<file path="src/rtl/ecc_fault_manager.sv">
// ecc_fault_manager
//   Aggregates ECC single/double error pulses from N_CH channels and the
//   spare-ALU fault flag. Each channel has a leaky-bucket single-error counter
//   and a health FSM (OK / DEGRADED / FAILED). Raises irq on any upward
//   severity change and halt_req while any channel is FAILED or the ALU fault
//   is latched. The host clears channels through a clr_req/clr_ack handshake.
//
// Handshake: clr_req is level, held by the host until it sees clr_ack. A clear
//   is taken on a rising edge of clr_req (clr_req=1 while the previous sampled
//   clr_req was 0); clr_ack pulses for exactly one cycle after it is applied.
//   A held clr_req never triggers a second clear.
//
// Ports:
//   clk, rst          clock, asynchronous active-high reset
//   s_err, d_err      per-channel single / double error pulses
//   alu_fault         spare-ALU checker fault flag
//   clr_req, clr_mask clear request and channel mask (bit N_CH = ALU sticky)
//   clr_ack           one-cycle clear acknowledge
//   se_count          packed single-error counters, channel i at [i*CNT_W +: CNT_W]
//   ch_state          packed channel states, 00=OK 01=DEGRADED 10=FAILED
//   alu_fault_sticky  latched alu_fault
//   first_fail_ch/vld index of the first channel to reach FAILED
//   irq               one-cycle pulse on any upward severity change
//   halt_req          any channel FAILED or ALU fault latched
module ecc_fault_manager #(
  parameter int N_CH       = 4,
  parameter int CNT_W      = 8,
  parameter int SE_THRESH  = 16,
  parameter int WIN_CYCLES = 1024,
  localparam int FF_W      = (N_CH > 1) ? $clog2(N_CH) : 1
) (
  input  logic                  clk,
  input  logic                  rst,
  input  logic [N_CH-1:0]       s_err,
  input  logic [N_CH-1:0]       d_err,
  input  logic                  alu_fault,
  input  logic                  clr_req,
  input  logic [N_CH:0]         clr_mask,
  output logic                  clr_ack,
  output logic [N_CH*CNT_W-1:0] se_count,
  output logic [2*N_CH-1:0]     ch_state,
  output logic                  alu_fault_sticky,
  output logic [FF_W-1:0]       first_fail_ch,
  output logic                  first_fail_vld,
  output logic                  irq,
  output logic                  halt_req
);

  localparam int               WIN_W   = $clog2(WIN_CYCLES);
  localparam logic [CNT_W-1:0] CNT_MAX = {CNT_W{1'b1}};
  localparam logic [CNT_W-1:0] THRESH  = CNT_W'(SE_THRESH);

  typedef enum logic [1:0] {
    ST_OK   = 2'b00,
    ST_DEG  = 2'b01,
    ST_FAIL = 2'b10
  } ch_state_e;

  logic [WIN_W-1:0] win_q;
  logic             req_seen_q;
  logic [CNT_W-1:0] cnt_q [N_CH];
  logic [CNT_W-1:0] cnt_n [N_CH];
  ch_state_e        st_q  [N_CH];
  ch_state_e        st_n  [N_CH];

  logic             leak;
  logic             clr_fire;
  logic             clr_ch;
  logic [CNT_W-1:0] base;
  ch_state_e        cur;
  logic             any_fail_n;
  logic             up_n;
  logic             new_found;
  logic [FF_W-1:0]  new_idx;
  logic             sticky_n;
  logic             ffv_n;
  logic [FF_W-1:0]  ffc_n;

  always_comb begin
    leak       = (win_q == WIN_W'(WIN_CYCLES - 1));
    clr_fire   = clr_req && !req_seen_q;
    clr_ch     = 1'b0;
    base       = '0;
    cur        = ST_OK;
    any_fail_n = 1'b0;
    up_n       = 1'b0;
    new_found  = 1'b0;
    new_idx    = '0;
    for (int i = 0; i < N_CH; i++) begin
      clr_ch = clr_fire && clr_mask[i];
      base   = clr_ch ? '0 : cnt_q[i];
      // s_err and leak together cancel; otherwise saturate at both ends.
      cnt_n[i] = base;
      if (s_err[i] && !leak) begin
        if (base != CNT_MAX) cnt_n[i] = base + CNT_W'(1);
      end else if (leak && !s_err[i]) begin
        if (base != '0) cnt_n[i] = base - CNT_W'(1);
      end

      // A cleared channel restarts from OK with the cleared count.
      cur      = clr_ch ? ST_OK : st_q[i];
      st_n[i]  = cur;
      case (cur)
        ST_OK: begin
          if (d_err[i])               st_n[i] = ST_FAIL;
          else if (cnt_n[i] >= THRESH) st_n[i] = ST_DEG;
        end
        ST_DEG: begin
          if (d_err[i])               st_n[i] = ST_FAIL;
          else if (cnt_n[i] == '0)    st_n[i] = ST_OK;
        end
        default: st_n[i] = ST_FAIL;
      endcase

      if (2'(st_n[i]) > 2'(st_q[i])) up_n = 1'b1;
      if (st_n[i] == ST_FAIL) begin
        any_fail_n = 1'b1;
        // Ascending scan: the lowest newly-failing index is kept.
        if (st_q[i] != ST_FAIL && !new_found) begin
          new_found = 1'b1;
          new_idx   = FF_W'(i);
        end
      end
    end

    sticky_n = alu_fault || (alu_fault_sticky && !(clr_fire && clr_mask[N_CH]));

    ffv_n = first_fail_vld;
    ffc_n = first_fail_ch;
    if (!first_fail_vld && new_found) begin
      ffv_n = 1'b1;
      ffc_n = new_idx;
    end else if (first_fail_vld && clr_fire && !any_fail_n) begin
      ffv_n = 1'b0;
    end
  end

  always_ff @(posedge clk or posedge rst) begin
    if (rst) begin
      win_q            <= '0;
      req_seen_q       <= 1'b0;
      clr_ack          <= 1'b0;
      alu_fault_sticky <= 1'b0;
      first_fail_ch    <= '0;
      first_fail_vld   <= 1'b0;
      irq              <= 1'b0;
      halt_req         <= 1'b0;
      for (int i = 0; i < N_CH; i++) begin
        cnt_q[i] <= '0;
        st_q[i]  <= ST_OK;
      end
    end else begin
      win_q            <= leak ? '0 : win_q + WIN_W'(1);
      req_seen_q       <= clr_req;
      clr_ack          <= clr_fire;
      alu_fault_sticky <= sticky_n;
      first_fail_ch    <= ffc_n;
      first_fail_vld   <= ffv_n;
      irq              <= up_n || (sticky_n && !alu_fault_sticky);
      halt_req         <= any_fail_n || sticky_n;
      for (int i = 0; i < N_CH; i++) begin
        cnt_q[i] <= cnt_n[i];
        st_q[i]  <= st_n[i];
      end
    end
  end

  // Pure wiring of the state registers onto the packed outputs.
  always_comb begin
    for (int i = 0; i < N_CH; i++) begin
      se_count[i*CNT_W +: CNT_W] = cnt_q[i];
      ch_state[2*i +: 2]         = st_q[i];
    end
  end

endmodule

</file>
<file path="config.mk">
export PLATFORM = sky130hd
export DESIGN_NAME = ecc_fault_manager
export DESIGN_NICKNAME = d
export VERILOG_FILES = /design/src/rtl/ecc_fault_manager.sv
export SDC_FILE = /design/constraint.sdc
export NUM_CORES = 1
export LEC_CHECK = 0
export BUFFER_PORTS_ARGS = -buffer_cell sky130_fd_sc_hd__buf_2
export CAP_MARGIN = 0
export CORE_MARGIN = 5
export CORE_UTILIZATION = 59
export DETAILED_ROUTE_END_ITERATION = 6
export MAX_ROUTING_LAYER = met4
export PLACE_DENSITY = 0.82
export SYNTH_ARGS = -nofsm -noshare
export SYNTH_HDL_FRONTEND = slang
export SYNTH_SLANG_ARGS = --single-unit
</file>
<file path="constraint.sdc">
create_clock -name clk -period 5.2 [get_ports clk]
set_input_delay 1.04 -clock clk [delete_from_list [all_inputs] [get_ports clk]]
set_output_delay 1.04 -clock clk [all_outputs]
set_load 0.1 [all_outputs]
</file>
==> impl_metrics.sql <==
INSERT INTO impl_metrics (metric_group, metric, value, unit) VALUES
('finish', 'nNetsFinal', '653', ''),
('clock_tree', 'clkTransAtPathRegs', '0.07', 'ns'),
('route', 'route.antenna.remaining_nets', '0', ''),
('timing', 'maximum_operating_frequency', '0.227', 'GHz'),
('timing', 'setup-violations-final', '0', ''),
('timing', 'tightestPinTransition', '0.813', 'ns'),
('route', 'wire_per_inst', '18.3', 'µm'),
('place', 'postPlaceCellArea', '4980', 'µm²'),
('setup_path', 'cp_data_required_time', '5.42', 'ns'),
('global_routing', 'grt-ovfl-total', '0', ''),
('clock_tree', 'postCtsSetupBuffers', '0', ''),
('setup_path', 'reg2reg_slack', '1.11', 'ns'),
('finish', 'layout-drive-gt1-share', '0.172', ''),
('yosys', 'syn_avg_cell_area', '8.15', 'µm²'),
('global_routing', 'vias_in_the_first_global_route', '4520', ''),
('global_routing', 'grt_antenna_before_repair', '0', ''),
('finish', 'antenna_cells_inserted', '0', ''),
('yosys', 'synth_enable_flop_cells', '0', ''),
('global_routing', 'grt_start_max_net_pins', '59', ''),
('floorplan', 'floorplan.die.width', '98.8', 'µm'),
('timing', 'timing.setup.tns', '0', 'ns'),
('finish', 'layout_area_growth_over_synthesis', '11.4', '%'),
('setup_path', 'worstPathMaxFanout', '10', ''),
('route', 'vias_per_cell', '6.61', ''),
('place', 'hpwlAfterDp', '9.38', 'mm'),
('clock_tree', 'cts_tree', 'done', ''),
('finish', 'num-fill-cells', '647', ''),
('flow_run', 'max_cap_violations', '0', ''),
('yosys', 'synth_top_flop_cell', 'sky130_fd_sc_hd__dfrtp_1', ''),
('floorplan', 'die_height', '98.8', 'µm'),
('setup_path', 'critical_path.startpoint_type', 'input port', ''),
('yosys', 'syn-cell-area', '4660', 'µm²'),
('route', 'drcViolationCount', '0', ''),
('route', 'detailed_route_wire_length', '13.2', 'mm'),
('finish', 'layout.cells.most_common', 'sky130_fd_sc_hd__nand2_1', ''),
('yosys', 'synth_nets', '608', ''),
('place', 'buffer_ports.inserted', '63', ''),
('yosys', 'postSynthRegisterBits', '58', ''),
('timing', 'timing.final.hold_violations', '0', ''),
('finish', 'mostFrequentLayoutCells', '64 x sky130_fd_sc_hd__nand2_1, 63 x sky130_fd_sc_hd__buf_2, 58 x sky130_fd_sc_hd__dfrtp_1, 40 x sky130_fd_sc_hd__a21oi_1', ''),
('timing', 'setup_repair_after_global_routing_missed_its_margin', 'no', ''),
('power', 'p_leak', '0.00229', 'µW'),
('route', 'detailroute.via_count', '4779', ''),
('setup_path', 'critPathCaptureType', 'flop', ''),
('clock_tree', 'postCtsHoldBufs', '0', ''),
('route', 'detailedRoute.firstPassIterationCount', '7', ''),
('timing', 'slew-limit-headroom', '0.456', ''),
('clock_tree', 'clock_sinks', '58', ''),
('power', 'vdd_drop_max', '0.000410', 'V'),
('timing', 'fin_crit_sh', '0.847', ''),
('floorplan', 'start_util', '0.606', ''),
('clock_tree', 'clk-insertion-delay-late', '0.34', 'ns'),
('worst_hold_path', 'hp-class', 'reg -> reg', ''),
('yosys', 'yosysWarnings', '0', ''),
('timing', 'fin_max_slew_vios', '0', ''),
('floorplan', 'design.portCount', '64', ''),
('finish', 'postLayoutCoreUtil', '0.675', ''),
('timing', 'worst_clock_skew', '0.00871', 'ns'),
('global_routing', 'groute.usage.overall', '0.281', ''),
('clock_tree', 'cts_root_buffer', 'sky130_fd_sc_hd__clkbuf_8', ''),
('power', 'power_density', '514', 'nW/µm²'),
('clock_tree', 'numCtsBuffers', '9', ''),
('yosys', 'yosysUniqueCellTypes', '75', ''),
('floorplan', 'core-area', '7690', 'µm²'),
('run_status', 'status', 'finished, final reports clean', ''),
('setup_path', 'critical_path_arrival', '4.62', 'ns'),
('clock_tree', 'cts.htree.levels', '3', ''),
('timing', 'holdWs', '0.503', 'ns'),
('floorplan', 'rows', '32', ''),
('power', 'total_power', '2670', 'µW'),
('finish', 'final_area', '5190', 'µm²'),
('route', 'detailed_router_s_first_iteration_violation_count', '371', ''),
('global_routing', 'grt_first_pass_wirelength', '21.9', 'mm'),
('place', 'gpl.final_weighted_congestion', '0.928', ''),
('yosys', 'ys_seq_area_frac', '0.312', ''),
('floorplan', 'fp.dieArea', '9770', 'µm²'),
('setup_path', 'worst-setup-path-type', 'in -> reg', ''),
('timing', 'min_period', '4.40', 'ns'),
('clock_tree', 'cts-root-to-sink-buffers', '2', ''),
('yosys', 'postSynth.asyncResetShare', '1.00', ''),
('yosys', 'syn_inst', '571', ''),
('clock_tree', 'cts_resized', '0', '');
-- Yosys cell counts (all sizes together) (5+ instances only) --
| cell | n | area share |
|---|---|---|
| nand2 | 64 | 0.052 |
| dfrtp | 58 | 0.31 |
| a21oi | 40 | 0.043 |
| inv | 38 | 0.031 |
| nor2 | 37 | 0.030 |
| nand3 | 31 | 0.036 |
| nor3 | 25 | 0.030 |
| o21ai | 23 | 0.025 |
| buf | 22 | 0.025 |
| ha | 20 | 0.054 |
| clkbuf | 13 | 0.010 |
| nor4 | 12 | 0.022 |
| xnor2 | 12 | 0.023 |
| a31oi | 11 | 0.016 |
| or4 | 11 | 0.018 |
| nand4 | 10 | 0.015 |
| xor2 | 9 | 0.017 |
| o31ai | 8 | 0.014 |
| or3 | 8 | 0.011 |
| nand3b | 7 | 0.011 |
| mux2i | 6 | 0.013 |
| nand2b | 6 | 0.0081 |
| a211oi | 5 | 0.0081 |
| a22oi | 5 | 0.0081 |
| o211ai | 5 | 0.0081 |
| o21a | 5 | 0.0081 |
-- sequential cells by signal, summed over array words and instances (netlist names) --
register	cells
first_fail_ch	2
req_seen_q	1
ch_state	8
se_count	32
halt_req	1
alu_fault_sticky	1
first_fail_vld	1
irq	1
clr_ack	1
win_q	10
-- critical path, stage by stage --
cell and delay, ns:
sky130_fd_sc_hd__buf_2 0.15, sky130_fd_sc_hd__nand3b_1 0.23, sky130_fd_sc_hd__nand2_1 0.17, sky130_fd_sc_hd__inv_1 0.12, sky130_fd_sc_hd__ha_1 0.23, sky130_fd_sc_hd__nand3_1 0.12, sky130_fd_sc_hd__or2_2 0.33, sky130_fd_sc_hd__o21ai_0 0.45
sky130_fd_sc_hd__o221a_2 0.29, sky130_fd_sc_hd__a311oi_1 0.06, sky130_fd_sc_hd__or4_1 0.55, sky130_fd_sc_hd__a22oi_1 0.22, sky130_fd_sc_hd__ha_1 0.17, sky130_fd_sc_hd__inv_1 0.04, sky130_fd_sc_hd__a21oi_1 0.13, sky130_fd_sc_hd__a21oi_1 0.06
sky130_fd_sc_hd__nor3_1 0.17, sky130_fd_sc_hd__nand2_1 0.09
-- through the flow --
stage / setup slack [ns] / std cells
after floorplan: 0.616 / 571
after global placement: 0.603 / 707
after detailed placement: 0.527 / 707
after CTS: 0.889 / 723
after global routing: 0.494 / 723
final: 0.797 / 723
-- cell families (layout without fill, tap and decap cells) --
family / Yosys count / count (layout) / synth area share
flops: 58 / 58 / 0.312
simple gates: 242 / 242 / 0.284
buf+inv: 73 / 123 / 0.0664
xor+xnor: 21 / 21 / 0.0395
mux: 8 / 8 / 0.0202
fa+ha+maj: 20 / 20 / 0.0537
compound gates: 149 / 149 / 0.225
-- layer usage --
metal	global-route usage	up-vias	wire, µm
met5	-	-	0
met4	0.0987	0	286
li1	-	2205	-
met3	0.0510	33	1320
met1	0.378	2240	5370
met2	0.425	301	6240
-- worst paths after layout --
kind                          start  cells after the start      endpoint
setup / recovery            clr_req                     18           irq
min in group asynchronous       rst                      3   se_count[0]
hold reg to reg            win_q[0]                      1      win_q[0]
hold / removal             win_q[0]                      1      win_q[0]
setup reg to reg           win_q[0]                     15           irq
max in group asynchronous       rst                      3  se_count[15]
-- where the power goes --
group          total [µW]  switching (µW)  internal, µW
sequential            728             190           539
combinational        1500            1130           366
clock                 439             192           247
-- layout make-up --
| cell class | count | area, µm² | share of cell area |
|---|---|---|---|
| Multi-Input combinational cell | 440 | 2900 | 0.559 |
| Sequential cell | 58 | 1450 | 0.280 |
| Timing Repair Buffer | 69 | 360 | 0.0694 |
| Clock buffer | 12 | 155 | 0.0299 |
| Inverter | 38 | 143 | 0.0275 |
| Tap cell | 102 | 128 | 0.0246 |
| Clock inverter | 4 | 50.0 | 0.00965 |
Note: power is estimated with default switching activity, not from simulation.
